$ cat config.mk
export PLATFORM = sky130hd
export DESIGN_NAME = ras
export DESIGN_NICKNAME = d
export VERILOG_FILES = /design/src/rtl/core_types_pkg.sv /design/src/rtl/ras.sv
export SDC_FILE = /design/constraint.sdc
export NUM_CORES = 1
export LEC_CHECK = 0
export CORE_UTILIZATION = 61
export CTS_BUF_LIST = sky130_fd_sc_hd__clkbuf_2
export CTS_CLUSTER_DIAMETER = 100
export DETAILED_ROUTE_END_ITERATION = 12
export GPL_ROUTABILITY_DRIVEN = 0
export PLACE_DENSITY = 0.78
export SLEW_MARGIN = 20
export SYNTH_ARGS = -nofsm -noshare
export SYNTH_HDL_FRONTEND = slang
export SYNTH_SLANG_ARGS = --single-unit
export TNS_END_PERCENT = 1
$ cat constraint.sdc
create_clock -name CLK -period 3.24 [get_ports CLK]
set_input_delay 0.324 -clock CLK [delete_from_list [all_inputs] [get_ports CLK]]
set_output_delay 0.324 -clock CLK [all_outputs]
set_load 0.01 [all_outputs]
$ cat src/rtl/core_types_pkg.sv
// Core-wide type and sizing package; holds the return-address-stack geometry
// and the count saturation helper shared by the fetch block and the RAS.
package core_types_pkg;

    localparam int unsigned RAS_ENTRIES      = 8;
    localparam int unsigned RAS_TARGET_WIDTH = 31;
    localparam int unsigned LOG_RAS_ENTRIES  = $clog2(RAS_ENTRIES);
    localparam int unsigned RAS_COUNT_WIDTH  = LOG_RAS_ENTRIES + 1;

    typedef logic [RAS_TARGET_WIDTH-1:0] ras_target_t;
    typedef logic [LOG_RAS_ENTRIES-1:0]  ras_ptr_t;
    typedef logic [RAS_COUNT_WIDTH-1:0]  ras_cnt_t;

    localparam ras_cnt_t RAS_FULL_COUNT = RAS_COUNT_WIDTH'(RAS_ENTRIES);

    // Clamp a checkpointed count to the physical stack depth.
    function automatic ras_cnt_t ras_sat_count(input ras_cnt_t cnt);
        return (cnt > RAS_FULL_COUNT) ? RAS_FULL_COUNT : cnt;
    endfunction

endpackage

$ cat src/rtl/ras.sv
// Circular return-address stack with checkpoint restore for mispredicts.
// Optional macro RAS_UNDERFLOW_PROTECT_EN freezes the pointer on a pop from an empty stack.
module ras
    import core_types_pkg::*;
(
    input  logic                        CLK,
    input  logic                        nRST,
    input  logic                        link_valid,
    input  logic [RAS_TARGET_WIDTH-1:0] link_pc,
    input  logic                        ret_valid,
    output logic [RAS_TARGET_WIDTH-1:0] ret_pc,
    output logic [LOG_RAS_ENTRIES-1:0]  ras_index,
    output logic [RAS_COUNT_WIDTH-1:0]  ras_count,
    output logic                        ras_empty,
    input  logic                        update_valid,
    input  logic [LOG_RAS_ENTRIES-1:0]  update_ras_index,
    input  logic [RAS_COUNT_WIDTH-1:0]  update_ras_count
);

    ras_target_t stack_q [RAS_ENTRIES];
    ras_ptr_t    ras_index_q;
    ras_cnt_t    ras_count_q;

    ras_ptr_t    idx_inc;
    ras_ptr_t    idx_dec;
    ras_ptr_t    idx_d;
    ras_cnt_t    cnt_d;
    ras_ptr_t    wr_ptr;
    logic        wr_en;

    // Pointer width equals log2(depth), so plain add/sub wraps modulo depth.
    assign idx_inc = ras_index_q + LOG_RAS_ENTRIES'(1);
    assign idx_dec = ras_index_q - LOG_RAS_ENTRIES'(1);

    // Next pointer/count and write-port selection; restore beats push/pop.
    always_comb begin
        wr_en  = 1'b0;
        wr_ptr = ras_index_q;
        idx_d  = ras_index_q;
        cnt_d  = ras_count_q;

        if (update_valid) begin
            idx_d = update_ras_index;
            cnt_d = ras_sat_count(update_ras_count);
        end else if (link_valid && ret_valid) begin
            wr_en  = 1'b1;
            wr_ptr = ras_index_q;
            if (ras_count_q == '0) begin
                cnt_d = RAS_COUNT_WIDTH'(1);
            end
        end else if (link_valid) begin
            // When full, idx_inc lands on the oldest entry and overwrites it.
            wr_en  = 1'b1;
            wr_ptr = idx_inc;
            idx_d  = idx_inc;
            if (ras_count_q != RAS_FULL_COUNT) begin
                cnt_d = ras_count_q + RAS_COUNT_WIDTH'(1);
            end
        end else if (ret_valid) begin
            if (ras_count_q != '0) begin
                idx_d = idx_dec;
                cnt_d = ras_count_q - RAS_COUNT_WIDTH'(1);
            end else begin
`ifdef RAS_UNDERFLOW_PROTECT_EN
                idx_d = ras_index_q;
`else
                idx_d = idx_dec;
`endif
            end
        end
    end

    always_ff @(posedge CLK or negedge nRST) begin
        if (!nRST) begin
            ras_index_q <= '0;
            ras_count_q <= '0;
        end else begin
            ras_index_q <= idx_d;
            ras_count_q <= cnt_d;
        end
    end

    // Single-write-port flop array.
    always_ff @(posedge CLK or negedge nRST) begin
        if (!nRST) begin
            for (int i = 0; i < int'(RAS_ENTRIES); i++) begin
                stack_q[i] <= '0;
            end
        end else if (wr_en) begin
            stack_q[wr_ptr] <= link_pc;
        end
    end

    assign ret_pc    = stack_q[ras_index_q];
    assign ras_index = ras_index_q;
    assign ras_count = ras_count_q;
    assign ras_empty = (ras_count_q == '0);

endmodule

==> results of run 1 <==
-- per-layer routing --
layer / GRT usage (%) / share of wire, %
met1: 36.6 / 43
met2: 45.8 / 51
met3: 5.43 / 3.6
met4: 10.2 / 1.9
met5: 0 / 0
-- critical path: stages, from the launching register on --
cell,delay [ns]
sky130_fd_sc_hd__dfrtp_4,0.57
sky130_fd_sc_hd__buf_4,0.19
sky130_fd_sc_hd__clkbuf_16,0.20
sky130_fd_sc_hd__mux4_2,0.52
sky130_fd_sc_hd__mux2_2,0.28
sky130_fd_sc_hd__dlygate4sd2_1,0.28
-- placed cells by master, fill, tap and decap left out, types with 2 or more instances in the layout --
cell,synthesis,layout
sky130_fd_sc_hd__a211oi_1,2,2
sky130_fd_sc_hd__a21oi_1,6,6
sky130_fd_sc_hd__buf_12,0,6
sky130_fd_sc_hd__buf_16,0,2
sky130_fd_sc_hd__buf_4,11,19
sky130_fd_sc_hd__buf_6,0,2
sky130_fd_sc_hd__buf_8,0,3
sky130_fd_sc_hd__clkbuf_16,0,3
sky130_fd_sc_hd__clkbuf_2,0,94
sky130_fd_sc_hd__clkdlybuf4s50_1,0,58
sky130_fd_sc_hd__clkinv_1,0,7
sky130_fd_sc_hd__dfrtp_1,255,252
sky130_fd_sc_hd__dfrtp_4,0,3
sky130_fd_sc_hd__dlygate4sd2_1,0,11
sky130_fd_sc_hd__dlymetal6s2s_1,0,11
sky130_fd_sc_hd__ha_1,4,4
sky130_fd_sc_hd__inv_1,7,7
sky130_fd_sc_hd__inv_2,0,2
sky130_fd_sc_hd__mux2_1,4,4
sky130_fd_sc_hd__mux2_2,278,278
sky130_fd_sc_hd__mux4_2,62,62
sky130_fd_sc_hd__nand2_1,9,7
sky130_fd_sc_hd__nand2_2,0,2
sky130_fd_sc_hd__nand2b_1,3,2
sky130_fd_sc_hd__nand3_1,2,2
sky130_fd_sc_hd__nand3b_1,5,5
sky130_fd_sc_hd__nor2_1,4,3
sky130_fd_sc_hd__nor3_1,2,2
sky130_fd_sc_hd__nor3b_1,3,3
sky130_fd_sc_hd__o21ai_0,6,6
sky130_fd_sc_hd__xnor2_1,3,3
-- synthesized netlist by cell type (5+ instances only) --
| cell | number |
|---|---|
| sky130_fd_sc_hd__mux4_2 | 62 |
| sky130_fd_sc_hd__buf_2 | 22 |
| sky130_fd_sc_hd__dfrtp_1 | 255 |
| sky130_fd_sc_hd__clkbuf_1 | 14 |
| sky130_fd_sc_hd__o21ai_0 | 6 |
| sky130_fd_sc_hd__buf_4 | 11 |
| sky130_fd_sc_hd__nand2_1 | 9 |
| sky130_fd_sc_hd__a21oi_1 | 6 |
| sky130_fd_sc_hd__nand3b_1 | 5 |
| sky130_fd_sc_hd__mux2_2 | 278 |
| sky130_fd_sc_hd__inv_1 | 7 |
-- cells by family (layout without fill, tap and decap cells) --
group / after synthesis / after routing / synth area share [%]
compound gates: 25 / 25 / 1.48
fa+ha+maj: 5 / 5 / 0.596
mux: 345 / 345 / 39.0
xor+xnor: 5 / 5 / 0.532
flops: 255 / 255 / 54.3
buf+inv: 55 / 229 / 2.34
other cells: 0 / 1 / 0
simple gates: 36 / 36 / 1.81
-- area by class of cell --
class	instances	area, µm²
clock inverter	12	77.6
sequential	255	6390
antenna	1	2.50
multi-input combinational	416	5130
timing repair buffer	116	1280
fill	1196	5090
clock buffer	94	470
tap	234	293
inverter	7	26.3
-- where the power goes --
part / switching [mW] / total [mW] / internal (mW)
Sequential: 0.854 / 5.58 / 4.73
Combinational: 1.30 / 3.92 / 2.62
Clock: 1.24 / 2.09 / 0.846
-- stage by stage --
| stage | setup TNS [ns] | setup WS, ns | instance area, µm² | cells |
|---|---|---|---|---|
| final | 0 | 0.115 | 13700 | 1135 |
| after global routing | 0 | 0.000834 | 13700 | 1135 |
| after CTS | -0.0739 | -0.0378 | 13500 | 1127 |
| after detailed placement | 0 | 0.470 | 12900 | 1018 |
| after global placement | 0 | 0.536 | 12900 | 1018 |
| after floorplan | 0 | 0.384 | 11800 | 726 |
-- final timing paths --
| kind | startpoint | endpoint | slack [ns] |
|---|---|---|---|
| worst max-delay path | ras_index[0]$_DFFE_PN0P_ | ret_pc[2] | 0.12 |
| worst min-delay path | update_ras_index[2] | ras_index[2]$_DFFE_PN0P_ | 0.17 |
| worst max register to register | ras_index[0]$_DFFE_PN0P_ | stack_q[30]$_DFFE_PN0P_ | 0.40 |
| worst min register to register | stack_q[4]$_DFFE_PN0P_ | stack_q[4]$_DFFE_PN0P_ | 0.50 |
| max in group asynchronous | nRST | stack_q[142]$_DFFE_PN0P_ | 2.13 |
| min in group asynchronous | nRST | ras_count[1]$_DFFE_PN0P_ | 0.21 |
-- registers in the layout, summed over array words and instances (netlist names) --
register,cells
ras_index,3
stack_q,248
ras_count,4
-- what timing repair did --
item,in CTS,in global routing
setup buffers,2,4
setup endpoints to repair,26,15
resized for setup,16,16
hold buffers,1,0
hold endpoints to repair,110,0
gates cloned,0,3
==> impl_results.html, run 1 <==
<table>
<tr><th>Metric</th><th>Value</th></tr>
<tr><th colspan="2">Run status</th></tr>
<tr><td>Status</td><td>finished, final reports clean</td></tr>
<tr><th colspan="2">Logic synthesis</th></tr>
<tr><td>Share of the synthesized area in the top cell type</td><td>54.3%</td></tr>
<tr><td>Fraction of registers with async set/reset</td><td>100%</td></tr>
<tr><td>Ranking of synthesized cells by area</td><td>sky130_fd_sc_hd__dfrtp_1, sky130_fd_sc_hd__mux2_2, sky130_fd_sc_hd__mux4_2</td></tr>
<tr><td>Total of warnings raised by yosys</td><td>0</td></tr>
<tr><td>Post-Synthesis Mean Instance Area</td><td>16.2 µm²</td></tr>
<tr><td>Mapped Area</td><td>11800 µm²</td></tr>
<tr><td>Library cell with the largest summed area after synthesis</td><td>sky130_fd_sc_hd__dfrtp_1</td></tr>
<tr><td>Number of instances in the synthesized netlist</td><td>726</td></tr>
<tr><td>Number of flip-flops and latches in the synthesized netlist</td><td>255</td></tr>
<tr><td>EDFF count, synth</td><td>0</td></tr>
<tr><td>Sequential element share of the synthesized area</td><td>54.3%</td></tr>
<tr><td>Count of different cell masters after synthesis</td><td>44</td></tr>
<tr><td>Synthesized Nets</td><td>774</td></tr>
<tr><td>Ys flop type</td><td>sky130_fd_sc_hd__dfrtp_1</td></tr>
<tr><th colspan="2">Clock network</th></tr>
<tr><td>Number of H-tree levels</td><td>3</td></tr>
<tr><td>Number of clock buffers inserted by TritonCTS</td><td>66</td></tr>
<tr><td>Bufs on Longest Clock Path</td><td>3</td></tr>
<tr><td>Buffer type at the clock tree root</td><td>sky130_fd_sc_hd__clkbuf_2</td></tr>
<tr><td># clock sinks</td><td>255</td></tr>
<tr><td>Clock latency reported for the late side of the worst-skew pair</td><td>0.80 ns</td></tr>
<tr><td>Clock edge transition at the registers on the reported setup and hold paths</td><td>0.10 ns</td></tr>
<tr><td>TritonCTS clock tree</td><td>done</td></tr>
<tr><th colspan="2">Placed design</th></tr>
<tr><td>Number of buffers added on ports</td><td>81</td></tr>
<tr><td>HPWL after detailed placement</td><td>15500 µm</td></tr>
<tr><th colspan="2">Power and ir drop</th></tr>
<tr><td>Ratio of total power to cell area</td><td>848 nW/µm²</td></tr>
<tr><td>Peak supply drop</td><td>438 µV</td></tr>
<tr><td>Power after layout</td><td>11.6 mW</td></tr>
<tr><td>Leak pwr</td><td>6.11 nW</td></tr>
<tr><th colspan="2">Timing</th></tr>
<tr><td>Transition time at the pin with the least slew margin</td><td>0.880 ns</td></tr>
<tr><td>Unrepaired setup endpoints after global routing</td><td>false</td></tr>
<tr><td>Slew Limit Fails</td><td>0</td></tr>
<tr><td>Worst hold margin</td><td>0.174 ns</td></tr>
<tr><td>Worst-case clock skew</td><td>0.0730 ns</td></tr>
<tr><td>Post-route fraction of the period consumed by the critical path</td><td>96.4%</td></tr>
<tr><td>Endpoints failing setup</td><td>0</td></tr>
<tr><td>Achievable clock frequency</td><td>0.320 GHz</td></tr>
<tr><td>Final period demand of the worst path</td><td>3.12 ns</td></tr>
<tr><td>Worst rel slew slack</td><td>41.4%</td></tr>
<tr><td>Total count of hold-check failures in the final report</td><td>0</td></tr>
<tr><th colspan="2">GRT</th></tr>
<tr><td>Total gr overflow</td><td>0</td></tr>
<tr><td>Overall routing resource usage</td><td>27.6%</td></tr>
<tr><td>Pin count of the biggest net entering global routing</td><td>115</td></tr>
<tr><td>Via count of the first global-routing pass</td><td>7743</td></tr>
<tr><td>Number of antenna violations at the first check in global routing</td><td>1</td></tr>
<tr><td>Wire length of the first global-routing pass</td><td>41500 µm</td></tr>
<tr><th colspan="2">Detailed routing</th></tr>
<tr><td>Total Wirelength</td><td>25800 µm</td></tr>
<tr><td>Post-detailed-route count of antenna-violating nets</td><td>0</td></tr>
<tr><td>Number of vias per cell</td><td>6.15</td></tr>
<tr><td>Vias after detailed routing</td><td>6984</td></tr>
<tr><td>DR WL/cell</td><td>22.7 µm</td></tr>
<tr><td>First-iteration detailed-routing DRC count</td><td>324</td></tr>
<tr><td>Router iterations before antenna repair</td><td>6</td></tr>
<tr><td>DRC</td><td>0</td></tr>
<tr><th colspan="2">Critical path</th></tr>
<tr><td>Kind of launch point of the worst setup path</td><td>register</td></tr>
<tr><td>Worst reg2reg path depth</td><td>8</td></tr>
<tr><td>Arrival time worst endpoint</td><td>2.80 ns</td></tr>
<tr><td>Worst Setup End Kind</td><td>output pin</td></tr>
<tr><td>Data required time at the worst endpoint</td><td>2.92 ns</td></tr>
<tr><td>Crit-path max FO</td><td>15</td></tr>
<tr><td>Category of the critical setup timing path</td><td>register to output pin</td></tr>
<tr><th colspan="2">Die</th></tr>
<tr><td>Std-Cell Core Area</td><td>18800 µm²</td></tr>
<tr><td>Cell row count</td><td>50</td></tr>
<tr><td>Total Die Area</td><td>19800 µm²</td></tr>
<tr><td>Chip width</td><td>141 µm</td></tr>
<tr><td>Initial Utilization</td><td>62.6%</td></tr>
<tr><td>DIE HEIGHT</td><td>141 µm</td></tr>
<tr><td>Number of top-level pins</td><td>82</td></tr>
<tr><th colspan="2">Hold path</th></tr>
<tr><td>Class of the tightest hold or removal check</td><td>primary input to register</td></tr>
<tr><td>Worst hold path cell count</td><td>3</td></tr>
<tr><th colspan="2">Layout</th></tr>
<tr><td>Nets@finish</td><td>910</td></tr>
<tr><td>Final design utilization</td><td>72.9%</td></tr>
<tr><td>Signed area change from the synthesized netlist to the final layout</td><td>16.3%</td></tr>
<tr><td>Share of post-route cells with drive strength above 1</td><td>54.0%</td></tr>
<tr><th colspan="2">Job</th></tr>
<tr><td>Max-capacitance violation count</td><td>0</td></tr>
</table>
Note: power is estimated with default switching activity, not from simulation.
==> inputs of run 2 (changes only) <==
--- a/config.mk
+++ b/config.mk
@@ -6,7 +6,7 @@
 export NUM_CORES = 1
 export LEC_CHECK = 0
 export CORE_UTILIZATION = 61
-export CTS_BUF_LIST = sky130_fd_sc_hd__clkbuf_2
+export CTS_BUF_LIST = sky130_fd_sc_hd__clkbuf_8
 export CTS_CLUSTER_DIAMETER = 100
 export DETAILED_ROUTE_END_ITERATION = 12
 export GPL_ROUTABILITY_DRIVEN = 0
==> run 2 against run 1 <==
- non-clock buffer count decreased by 9
- register-to-register slack improved by 0.05 ns
- utilization rose by 0.34 points
- routed wire length fell by 2.8%
- die area unchanged
- clock-buffer cell count fell by 44
- sequential power is essentially flat
- via count fell by 2.2%
==> impl_results.html, run 2 (same netlist as run 1, synthesis figures left out) <==
<table>
<tr><th>Metric</th><th>Value</th></tr>
<tr><th colspan="2">Clock network</th></tr>
<tr><td># clock sinks</td><td>255 (unchanged)</td></tr>
<tr><td>TritonCTS clock tree</td><td>done</td></tr>
<tr><td>Clock latency reported for the late side of the worst-skew pair</td><td>0.55 ns (-0.25 ns)</td></tr>
<tr><td>Buffer type at the clock tree root</td><td>sky130_fd_sc_hd__clkbuf_8</td></tr>
<tr><td>Clock edge transition at the registers on the reported setup and hold paths</td><td>0.06 ns (-0.04 ns)</td></tr>
<tr><td>Number of H-tree levels</td><td>2 (-1)</td></tr>
<tr><td>Number of clock buffers inserted by TritonCTS</td><td>43 (-35%)</td></tr>
<tr><td>Bufs on Longest Clock Path</td><td>3 (unchanged)</td></tr>
<tr><td>Buffers inserted during post-CTS setup optimization</td><td>0 (-2)</td></tr>
<tr><th colspan="2">Critical path</th></tr>
<tr><td>Worst Setup End Kind</td><td>output pin</td></tr>
<tr><td>Arrival time worst endpoint</td><td>2.80 ns (about the same)</td></tr>
<tr><td>Category of the critical setup timing path</td><td>register to output pin</td></tr>
<tr><td>Worst stage delay on the critical path</td><td>0.60 ns (+0.03 ns)</td></tr>
<tr><td>CP Depth</td><td>4 (-1)</td></tr>
<tr><td>Number of buffers and inverters on the critical path</td><td>2 (-1)</td></tr>
<tr><td>Crit-path max FO</td><td>30 (+15)</td></tr>
<tr><td>Slowest stage cell, crit path</td><td>sky130_fd_sc_hd__dfrtp_4</td></tr>
<tr><td>Kind of cell adding the most delay to the critical path</td><td>multiplexers</td></tr>
<tr><td>Chain of cells forming the critical path</td><td>buf_12 -&gt; mux4_2 -&gt; mux2_2 -&gt; clkdlybuf4s50_1</td></tr>
<tr><td>Data required time at the worst endpoint</td><td>2.92 ns (about the same)</td></tr>
<tr><td>Worst reg2reg path depth</td><td>7 (-1)</td></tr>
<tr><td>Kind of launch point of the worst setup path</td><td>register</td></tr>
<tr><th colspan="2">Timing</th></tr>
<tr><td>Worst-case clock skew</td><td>0.0248 ns (-0.0482 ns)</td></tr>
<tr><td>Slew Limit Fails</td><td>0 (unchanged)</td></tr>
<tr><td>Worst rel slew slack</td><td>42.1% (+0.77 points)</td></tr>
<tr><td>Total count of hold-check failures in the final report</td><td>0 (unchanged)</td></tr>
<tr><td>Unrepaired setup endpoints after global routing</td><td>false</td></tr>
<tr><td>Endpoints failing setup</td><td>0 (unchanged)</td></tr>
<tr><td>Transition time at the pin with the least slew margin</td><td>0.868 ns (-0.0116 ns)</td></tr>
<tr><td>Achievable clock frequency</td><td>0.320 GHz (about the same)</td></tr>
<tr><td>Final period demand of the worst path</td><td>3.13 ns (+0.00171 ns)</td></tr>
<tr><td>Post-route fraction of the period consumed by the critical path</td><td>96.5% (about the same)</td></tr>
<tr><td>Final-layout setup total negative slack</td><td>0 ns (unchanged)</td></tr>
<tr><th colspan="2">Placed design</th></tr>
<tr><td>Number of placed instances, taps included</td><td>1018 (unchanged)</td></tr>
<tr><td>HPWL after detailed placement</td><td>15500 µm (unchanged)</td></tr>
<tr><td>Number of buffers added on ports</td><td>81 (unchanged)</td></tr>
<tr><td>Placement-stage cell area</td><td>12900 µm² (unchanged)</td></tr>
<tr><th colspan="2">Detailed routing</th></tr>
<tr><td>Vias after detailed routing</td><td>6833 (-2.2%)</td></tr>
<tr><td>DR WL/cell</td><td>22.9 µm (+0.79%)</td></tr>
<tr><td>DRC</td><td>0 (unchanged)</td></tr>
<tr><td>Post-detailed-route count of antenna-violating nets</td><td>0 (unchanged)</td></tr>
<tr><td>Total Wirelength</td><td>25100 µm (-2.8%)</td></tr>
<tr><td>Router iterations before antenna repair</td><td>4 (-2)</td></tr>
<tr><td>First-iteration detailed-routing DRC count</td><td>280 (-14%)</td></tr>
<tr><td>Number of vias per cell</td><td>6.24 (+1.4%)</td></tr>
<tr><th colspan="2">Power and ir drop</th></tr>
<tr><td>Ratio of total power to cell area</td><td>888 nW/µm² (+4.7%)</td></tr>
<tr><td>Peak supply drop</td><td>548 µV (+25%)</td></tr>
<tr><td>Leak pwr</td><td>5.92 nW (-3.1%)</td></tr>
<tr><th colspan="2">Hold path</th></tr>
<tr><td>Class of the tightest hold or removal check</td><td>primary input to register</td></tr>
<tr><td>Worst hold path cell count</td><td>3 (unchanged)</td></tr>
<tr><th colspan="2">Layout</th></tr>
<tr><td>Largest register FFs</td><td>248 (unchanged)</td></tr>
<tr><td>Biggest register</td><td>stack_q</td></tr>
<tr><td>Leading cell type in the layout, fill and taps excluded</td><td>sky130_fd_sc_hd__mux2_2</td></tr>
<tr><td>Number of standard cells in the final layout excluding fillers</td><td>1095 (-3.5%)</td></tr>
<tr><td>Nets@finish</td><td>878 (-3.5%)</td></tr>
<tr><td>Signed area change from the synthesized netlist to the final layout</td><td>16.8%</td></tr>
<tr><td>Fin area</td><td>13700 µm² (+0.47%)</td></tr>
<tr><td>Share of post-route cells with drive strength above 1</td><td>50.8% (-3.2 points)</td></tr>
<tr><td>Diodes inserted</td><td>0 (-1)</td></tr>
<tr><td>Commonest non-fill, non-tap cells in the layout</td><td>sky130_fd_sc_hd__mux2_2, sky130_fd_sc_hd__dfrtp_1, sky130_fd_sc_hd__clkdlybuf4s50_1, sky130_fd_sc_hd__mux4_2, sky130_fd_sc_hd__clkbuf_8</td></tr>
<tr><th colspan="2">GRT</th></tr>
<tr><td>Wire length of the first global-routing pass</td><td>41200 µm (-0.77%)</td></tr>
<tr><td>Via count of the first global-routing pass</td><td>7610 (-1.7%)</td></tr>
<tr><td>Pin count of the biggest net entering global routing</td><td>115 (unchanged)</td></tr>
<tr><td>Overall routing resource usage</td><td>27.2% (-0.44 points)</td></tr>
<tr><td>Total gr overflow</td><td>0 (unchanged)</td></tr>
<tr><td>Number of antenna violations at the first check in global routing</td><td>0 (-1)</td></tr>
<tr><th colspan="2">Die</th></tr>
<tr><td>Total Die Area</td><td>19800 µm² (unchanged)</td></tr>
<tr><td>Number of top-level pins</td><td>82 (unchanged)</td></tr>
<tr><td>Std-Cell Core Area</td><td>18800 µm² (unchanged)</td></tr>
<tr><td>Cell row count</td><td>50 (unchanged)</td></tr>
<tr><td>Chip width</td><td>141 µm (unchanged)</td></tr>
<tr><td>Initial Utilization</td><td>62.6% (unchanged)</td></tr>
<tr><td>DIE HEIGHT</td><td>141 µm (unchanged)</td></tr>
<tr><th colspan="2">Job</th></tr>
<tr><td>Max-capacitance violation count</td><td>0 (unchanged)</td></tr>
<tr><th colspan="2">Run status</th></tr>
<tr><td>Status</td><td>finished, final reports clean</td></tr>
</table>
## run 2: routing by layer
layer	wire length (µm)	GRT usage, %
met1	10500	36.9
met2	13000	45.7
met3	1130	4.28
met4	425	8.58
met5	0	0
## run 2: worst paths after layout
kind / startpoint / endpoint / slack [ns]
min: update_ras_index[2] / ras_index[2]$_DFFE_PN0P_ / 0.38
max reg2reg: ras_index[1]$_DFFE_PN0P_ / stack_q[8]$_DFFE_PN0P_ / 0.45
max in group asynchronous: nRST / stack_q[214]$_DFFE_PN0P_ / 1.94
min in group asynchronous: nRST / ras_count[1]$_DFFE_PN0P_ / 0.43
max: ras_index[0]$_DFFE_PN0P_ / ret_pc[27] / 0.11
min reg2reg: stack_q[4]$_DFFE_PN0P_ / stack_q[4]$_DFFE_PN0P_ / 0.49
## run 2: area by class of cell
| cell class | count | area [µm²] |
|---|---|---|
| Sequential cell | 255 | 6390 |
| Multi-Input combinational cell | 416 | 5130 |
| Fill cell | 1155 | 5030 |
| Timing Repair Buffer | 107 | 1100 |
| Clock buffer | 50 | 688 |
| Tap cell | 234 | 293 |
| Clock inverter | 26 | 115 |
| Inverter | 7 | 26.3 |
## run 2: stage by stage
step	power, mW	util (%)	worst slack [ns]	hold slack [ns]
after floorplan	8.12	-	0.384	0.0284
after global placement	9.24	68.9	0.536	0.439
after detailed placement	9.60	68.9	0.470	0.466
after CTS	12.3	73.2	0.0611	0.370
after global routing	12.9	73.2	0.0181	0.377
final	12.2	73.2	0.114	0.378
## run 2: tightest hold or removal path, stage by stage
cell and delay, ns:
sky130_fd_sc_hd__clkdlybuf4s50_1 0.41, sky130_fd_sc_hd__nand2_1 0.07, sky130_fd_sc_hd__o21ai_0 0.07
## run 2: where the power goes
part / internal [mW] / switching (mW) / leakage [nW] / total [mW]
clock network: 1.41 / 1.25 / 0.482 / 2.66
registers: 4.75 / 0.852 / 3.13 / 5.60
logic: 2.65 / 1.28 / 2.31 / 3.94
total: 8.80 / 3.39 / 5.92 / 12.2
## run 2: what timing repair did
action | 4_1_cts | 5_1_grt
gates resized for setup | 0 | 0
hold buffers | 1 | 0
hold endpoints to repair | 110 | 0
==> inputs of run 3 (changes only) <==
--- a/config.mk
+++ b/config.mk
@@ -8,6 +8,7 @@
 export CORE_UTILIZATION = 61
 export CTS_BUF_LIST = sky130_fd_sc_hd__clkbuf_8
 export CTS_CLUSTER_DIAMETER = 100
+export CTS_CLUSTER_SIZE = 25
 export DETAILED_ROUTE_END_ITERATION = 12
 export GPL_ROUTABILITY_DRIVEN = 0
 export PLACE_DENSITY = 0.78
==> run 3 against run 2 <==
- utilization shrank 2.7 points
- global-route usage fell by 1.0 points
- worst setup slack improved by 0.042 ns
- sequential power fell by 0.9%
- total power is 10% lower
- first-iteration DRC count fell by 0.71%
- worst hold slack improved by 0.011 ns
- combinational power hardly changed
- sequential cell count stayed put
- routed wire length down 3.4%
- register-to-register slack barely moved
- highest routed layer unchanged
==> impl_results.html, run 3 (same netlist as run 1, synthesis figures left out) <==
<table>
<tr><th>Metric</th><th>Value</th></tr>
<tr><th colspan="2">Clock network</th></tr>
<tr><td>Number of H-tree levels</td><td>1 (-1)</td></tr>
<tr><td>Number of clock buffers inserted by TritonCTS</td><td>14 (-67%)</td></tr>
<tr><td>Bufs on Longest Clock Path</td><td>3 (unchanged)</td></tr>
<tr><td>Clock latency reported for the late side of the worst-skew pair</td><td>0.52 ns (-0.03 ns)</td></tr>
<tr><td>Cts repair resizes</td><td>0 (unchanged)</td></tr>
<tr><td>Clock edge transition at the registers on the reported setup and hold paths</td><td>0.13 ns (+0.07 ns)</td></tr>
<tr><td>TritonCTS clock tree</td><td>done</td></tr>
<tr><td># clock sinks</td><td>255 (unchanged)</td></tr>
<tr><td>Buffer type at the clock tree root</td><td>sky130_fd_sc_hd__clkbuf_8</td></tr>
<tr><th colspan="2">Detailed routing</th></tr>
<tr><td>Metal1 wirelength</td><td>10500 µm (-0.44%)</td></tr>
<tr><td>WL met3</td><td>774 µm (-31%)</td></tr>
<tr><td>DR WL met2</td><td>12600 µm (-3.2%)</td></tr>
<tr><td>Post-detailed-route count of antenna-violating nets</td><td>0 (unchanged)</td></tr>
<tr><td>Top routing layer used</td><td>met4</td></tr>
<tr><td>Vias after detailed routing</td><td>6617 (-3.2%)</td></tr>
<tr><td>First-iteration detailed-routing DRC count</td><td>278 (-0.71%)</td></tr>
<tr><td>DR WL/cell</td><td>23.2 µm (+1.5%)</td></tr>
<tr><td>Number of vias per cell</td><td>6.35 (+1.8%)</td></tr>
<tr><td>Router iterations before antenna repair</td><td>4 (unchanged)</td></tr>
<tr><td>Total Wirelength</td><td>24200 µm (-3.4%)</td></tr>
<tr><td>DRC</td><td>0 (unchanged)</td></tr>
<tr><th colspan="2">Placed design</th></tr>
<tr><td>Number of buffers added on ports</td><td>81 (unchanged)</td></tr>
<tr><td>HPWL after detailed placement</td><td>15500 µm (unchanged)</td></tr>
<tr><th colspan="2">Critical path</th></tr>
<tr><td>Flop-to-flop setup slack</td><td>0.44 ns (about the same)</td></tr>
<tr><td>Arrival time worst endpoint</td><td>2.76 ns (-0.04 ns)</td></tr>
<tr><td>Kind of launch point of the worst setup path</td><td>register</td></tr>
<tr><td>Worst reg2reg path depth</td><td>7 (unchanged)</td></tr>
<tr><td>Category of the critical setup timing path</td><td>register to output pin</td></tr>
<tr><td>FF-to-FF End</td><td>stack_q[23]$_DFFE_PN0P_</td></tr>
<tr><td>Startpoint of the most critical register-to-register path</td><td>ras_index[1]$_DFFE_PN0P_</td></tr>
<tr><td>Data required time at the worst endpoint</td><td>2.92 ns (about the same)</td></tr>
<tr><td>Crit-path max FO</td><td>28 (-6.7%)</td></tr>
<tr><td>Worst Setup End Kind</td><td>output pin</td></tr>
<tr><th colspan="2">Power and ir drop</th></tr>
<tr><td>Share of total power in sequential cells</td><td>50.6% (+4.7 points)</td></tr>
<tr><td>Share of total power in the clock network</td><td>13.4% (-8.4 points)</td></tr>
<tr><td>Leak pwr</td><td>5.59 nW (-5.5%)</td></tr>
<tr><td>Switching share of total power</td><td>28.0% (+0.19 points)</td></tr>
<tr><td>Share of power burned in combinational logic</td><td>36.0% (+3.7 points)</td></tr>
<tr><td>Switching component of the power</td><td>3.07 mW (-9.4%)</td></tr>
<tr><td>Peak supply drop</td><td>549 µV (+0.14%)</td></tr>
<tr><td>Internal power contribution</td><td>7.90 mW (-10%)</td></tr>
<tr><td>Ratio of total power to cell area</td><td>829 nW/µm² (-6.5%)</td></tr>
<tr><th colspan="2">Run status</th></tr>
<tr><td>Status</td><td>finished, final reports clean</td></tr>
<tr><th colspan="2">Die</th></tr>
<tr><td>Number of top-level pins</td><td>82 (unchanged)</td></tr>
<tr><td>Cell row count</td><td>50 (unchanged)</td></tr>
<tr><td>Total Die Area</td><td>19800 µm² (unchanged)</td></tr>
<tr><td>Chip width</td><td>141 µm (unchanged)</td></tr>
<tr><td>Std-Cell Core Area</td><td>18800 µm² (unchanged)</td></tr>
<tr><td>Initial Utilization</td><td>62.6% (unchanged)</td></tr>
<tr><td>DIE HEIGHT</td><td>141 µm (unchanged)</td></tr>
<tr><th colspan="2">Layout</th></tr>
<tr><td>Diodes inserted</td><td>0 (unchanged)</td></tr>
<tr><td>Biggest register</td><td>stack_q</td></tr>
<tr><td>Signed area change from the synthesized netlist to the final layout</td><td>12.5%</td></tr>
<tr><td>Commonest non-fill, non-tap cells in the layout</td><td>sky130_fd_sc_hd__mux2_2, sky130_fd_sc_hd__dfrtp_1, sky130_fd_sc_hd__clkdlybuf4s50_1, sky130_fd_sc_hd__mux4_2, sky130_fd_sc_hd__buf_4</td></tr>
<tr><td>Share of post-route cells with drive strength above 1</td><td>49.6% (-1.1 points)</td></tr>
<tr><td>Register area</td><td>6390 µm² (unchanged)</td></tr>
<tr><td>Nets@finish</td><td>854 (-2.7%)</td></tr>
<tr><td>Multi-input logic area</td><td>5130 µm² (unchanged)</td></tr>
<tr><td>Largest register FFs</td><td>248 (unchanged)</td></tr>
<tr><td>Final design utilization</td><td>70.5% (-2.7 points)</td></tr>
<tr><td>Number of filler cells placed in the layout</td><td>1208 (+4.6%)</td></tr>
<tr><td>Leading cell type in the layout, fill and taps excluded</td><td>sky130_fd_sc_hd__mux2_2</td></tr>
<tr><th colspan="2">Timing</th></tr>
<tr><td>Slew Limit Fails</td><td>0 (unchanged)</td></tr>
<tr><td>Final period demand of the worst path</td><td>3.08 ns (-0.0421 ns)</td></tr>
<tr><td>Post-route fraction of the period consumed by the critical path</td><td>95.2% (-1.3 points)</td></tr>
<tr><td>Achievable clock frequency</td><td>0.324 GHz (+1.4%)</td></tr>
<tr><td>Worst-case clock skew</td><td>0.0148 ns (-0.00993 ns)</td></tr>
<tr><td>Final-layout setup total negative slack</td><td>0 ns (unchanged)</td></tr>
<tr><td>Transition time at the pin with the least slew margin</td><td>0.870 ns (+0.00234 ns)</td></tr>
<tr><td>Worst hold margin</td><td>0.389 ns (+0.0112 ns)</td></tr>
<tr><td>Worst rel slew slack</td><td>42.0% (-0.16 points)</td></tr>
<tr><td>Endpoints failing setup</td><td>0 (unchanged)</td></tr>
<tr><td>Unrepaired setup endpoints after global routing</td><td>false</td></tr>
<tr><td>Total count of hold-check failures in the final report</td><td>0 (unchanged)</td></tr>
<tr><th colspan="2">GRT</th></tr>
<tr><td>Overall routing resource usage</td><td>26.1% (-1.0 points)</td></tr>
<tr><td>Via count of the first global-routing pass</td><td>7252 (-4.7%)</td></tr>
<tr><td>Total gr overflow</td><td>0 (unchanged)</td></tr>
<tr><td>Pin count of the biggest net entering global routing</td><td>115 (unchanged)</td></tr>
<tr><td>Wire length of the first global-routing pass</td><td>39900 µm (-3.2%)</td></tr>
<tr><td>Number of antenna violations at the first check in global routing</td><td>0 (unchanged)</td></tr>
<tr><th colspan="2">Hold path</th></tr>
<tr><td>Class of the tightest hold or removal check</td><td>primary input to register</td></tr>
<tr><td>Worst hold path cell count</td><td>3 (unchanged)</td></tr>
<tr><td>Min-delay src</td><td>update_ras_index[2]</td></tr>
<tr><td>End point of the worst hold path</td><td>ras_index[2]$_DFFE_PN0P_</td></tr>
<tr><th colspan="2">Job</th></tr>
<tr><td>Max-capacitance violation count</td><td>0 (unchanged)</td></tr>
</table>
run 3: per-layer routing:
layer / GRT usage [%] / up-vias
met5: 0 / -
met4: 5.95 / 0
met3: 2.62 / 29
met2: 45.0 / 116
met1: 36.5 / 3611
li1: - / 2861
run 3: area by class of cell:
| class | instances | area share (%) |
|---|---|---|
| flip-flops and latches | 255 | 48.3 |
| well taps | 234 | 2.21 |
| clock inverters | 3 | 0.359 |
| multi-input cells | 416 | 38.8 |
| clock buffers | 15 | 1.56 |
| inverters | 7 | 0.199 |
| repair buffers | 112 | 8.61 |
run 3: per-stage QoR:
| step | power, mW | cells | worst slack [ns] | instance area, µm² |
|---|---|---|---|---|
| after floorplan | 8.12 | 726 | 0.384 | 11800 |
| after global placement | 9.24 | 1018 | 0.536 | 12900 |
| after detailed placement | 9.60 | 1018 | 0.470 | 12900 |
| after CTS | 11.1 | 1037 | 0.0526 | 13200 |
| after global routing | 11.6 | 1042 | 0.0494 | 13200 |
| final | 11.0 | 1042 | 0.156 | 13200 |
run 3: worst max path at each step:
stage | startpoint | to | slack [ns] | cells past startpoint
2_1_floorplan | ras_index[0]$_DFFE_PN0P_ | stack_q[0]$_DFFE_PN0P_ | 0.38 | 10
3_3_place_gp | ras_index[0]$_DFFE_PN0P_ | stack_q[5]$_DFFE_PN0P_ | 0.54 | 7
3_5_place_dp | ras_index[1]$_DFFE_PN0P_ | stack_q[8]$_DFFE_PN0P_ | 0.47 | 7
4_1_cts | ras_index[0]$_DFFE_PN0P_ | ret_pc[27] | 0.05 | 4
5_1_grt | ras_index[1]$_DFFE_PN0P_ | ret_pc[1] | 0.05 | 4
6_report | ras_index[1]$_DFFE_PN0P_ | ret_pc[27] | 0.16 | 4
run 3: repair_timing:
action	in CTS	in global routing
buffers inserted	0	5
hold endpoints to repair	110	0
endpoints found under the setup margin	0	1
hold buffers	1	0
run 3: worst max-delay path, stage by stage, from the launching register on:
cell,delay (ns)
sky130_fd_sc_hd__dfrtp_2,0.60
sky130_fd_sc_hd__buf_4,0.47
sky130_fd_sc_hd__mux4_2,0.38
sky130_fd_sc_hd__mux2_2,0.30
sky130_fd_sc_hd__clkdlybuf4s50_1,0.48
run 3: power groups by stage:
stage / Combinational, mW / Sequential, mW / Clock [mW]
2_1_floorplan: 2.85 / 5.27 / 0
3_3_place_gp: 3.79 / 5.45 / 0
3_5_place_dp: 3.97 / 5.62 / 0
4_1_cts: 3.99 / 5.55 / 1.52
5_1_grt: 4.25 / 5.73 / 1.62
6_report: 3.95 / 5.55 / 1.47
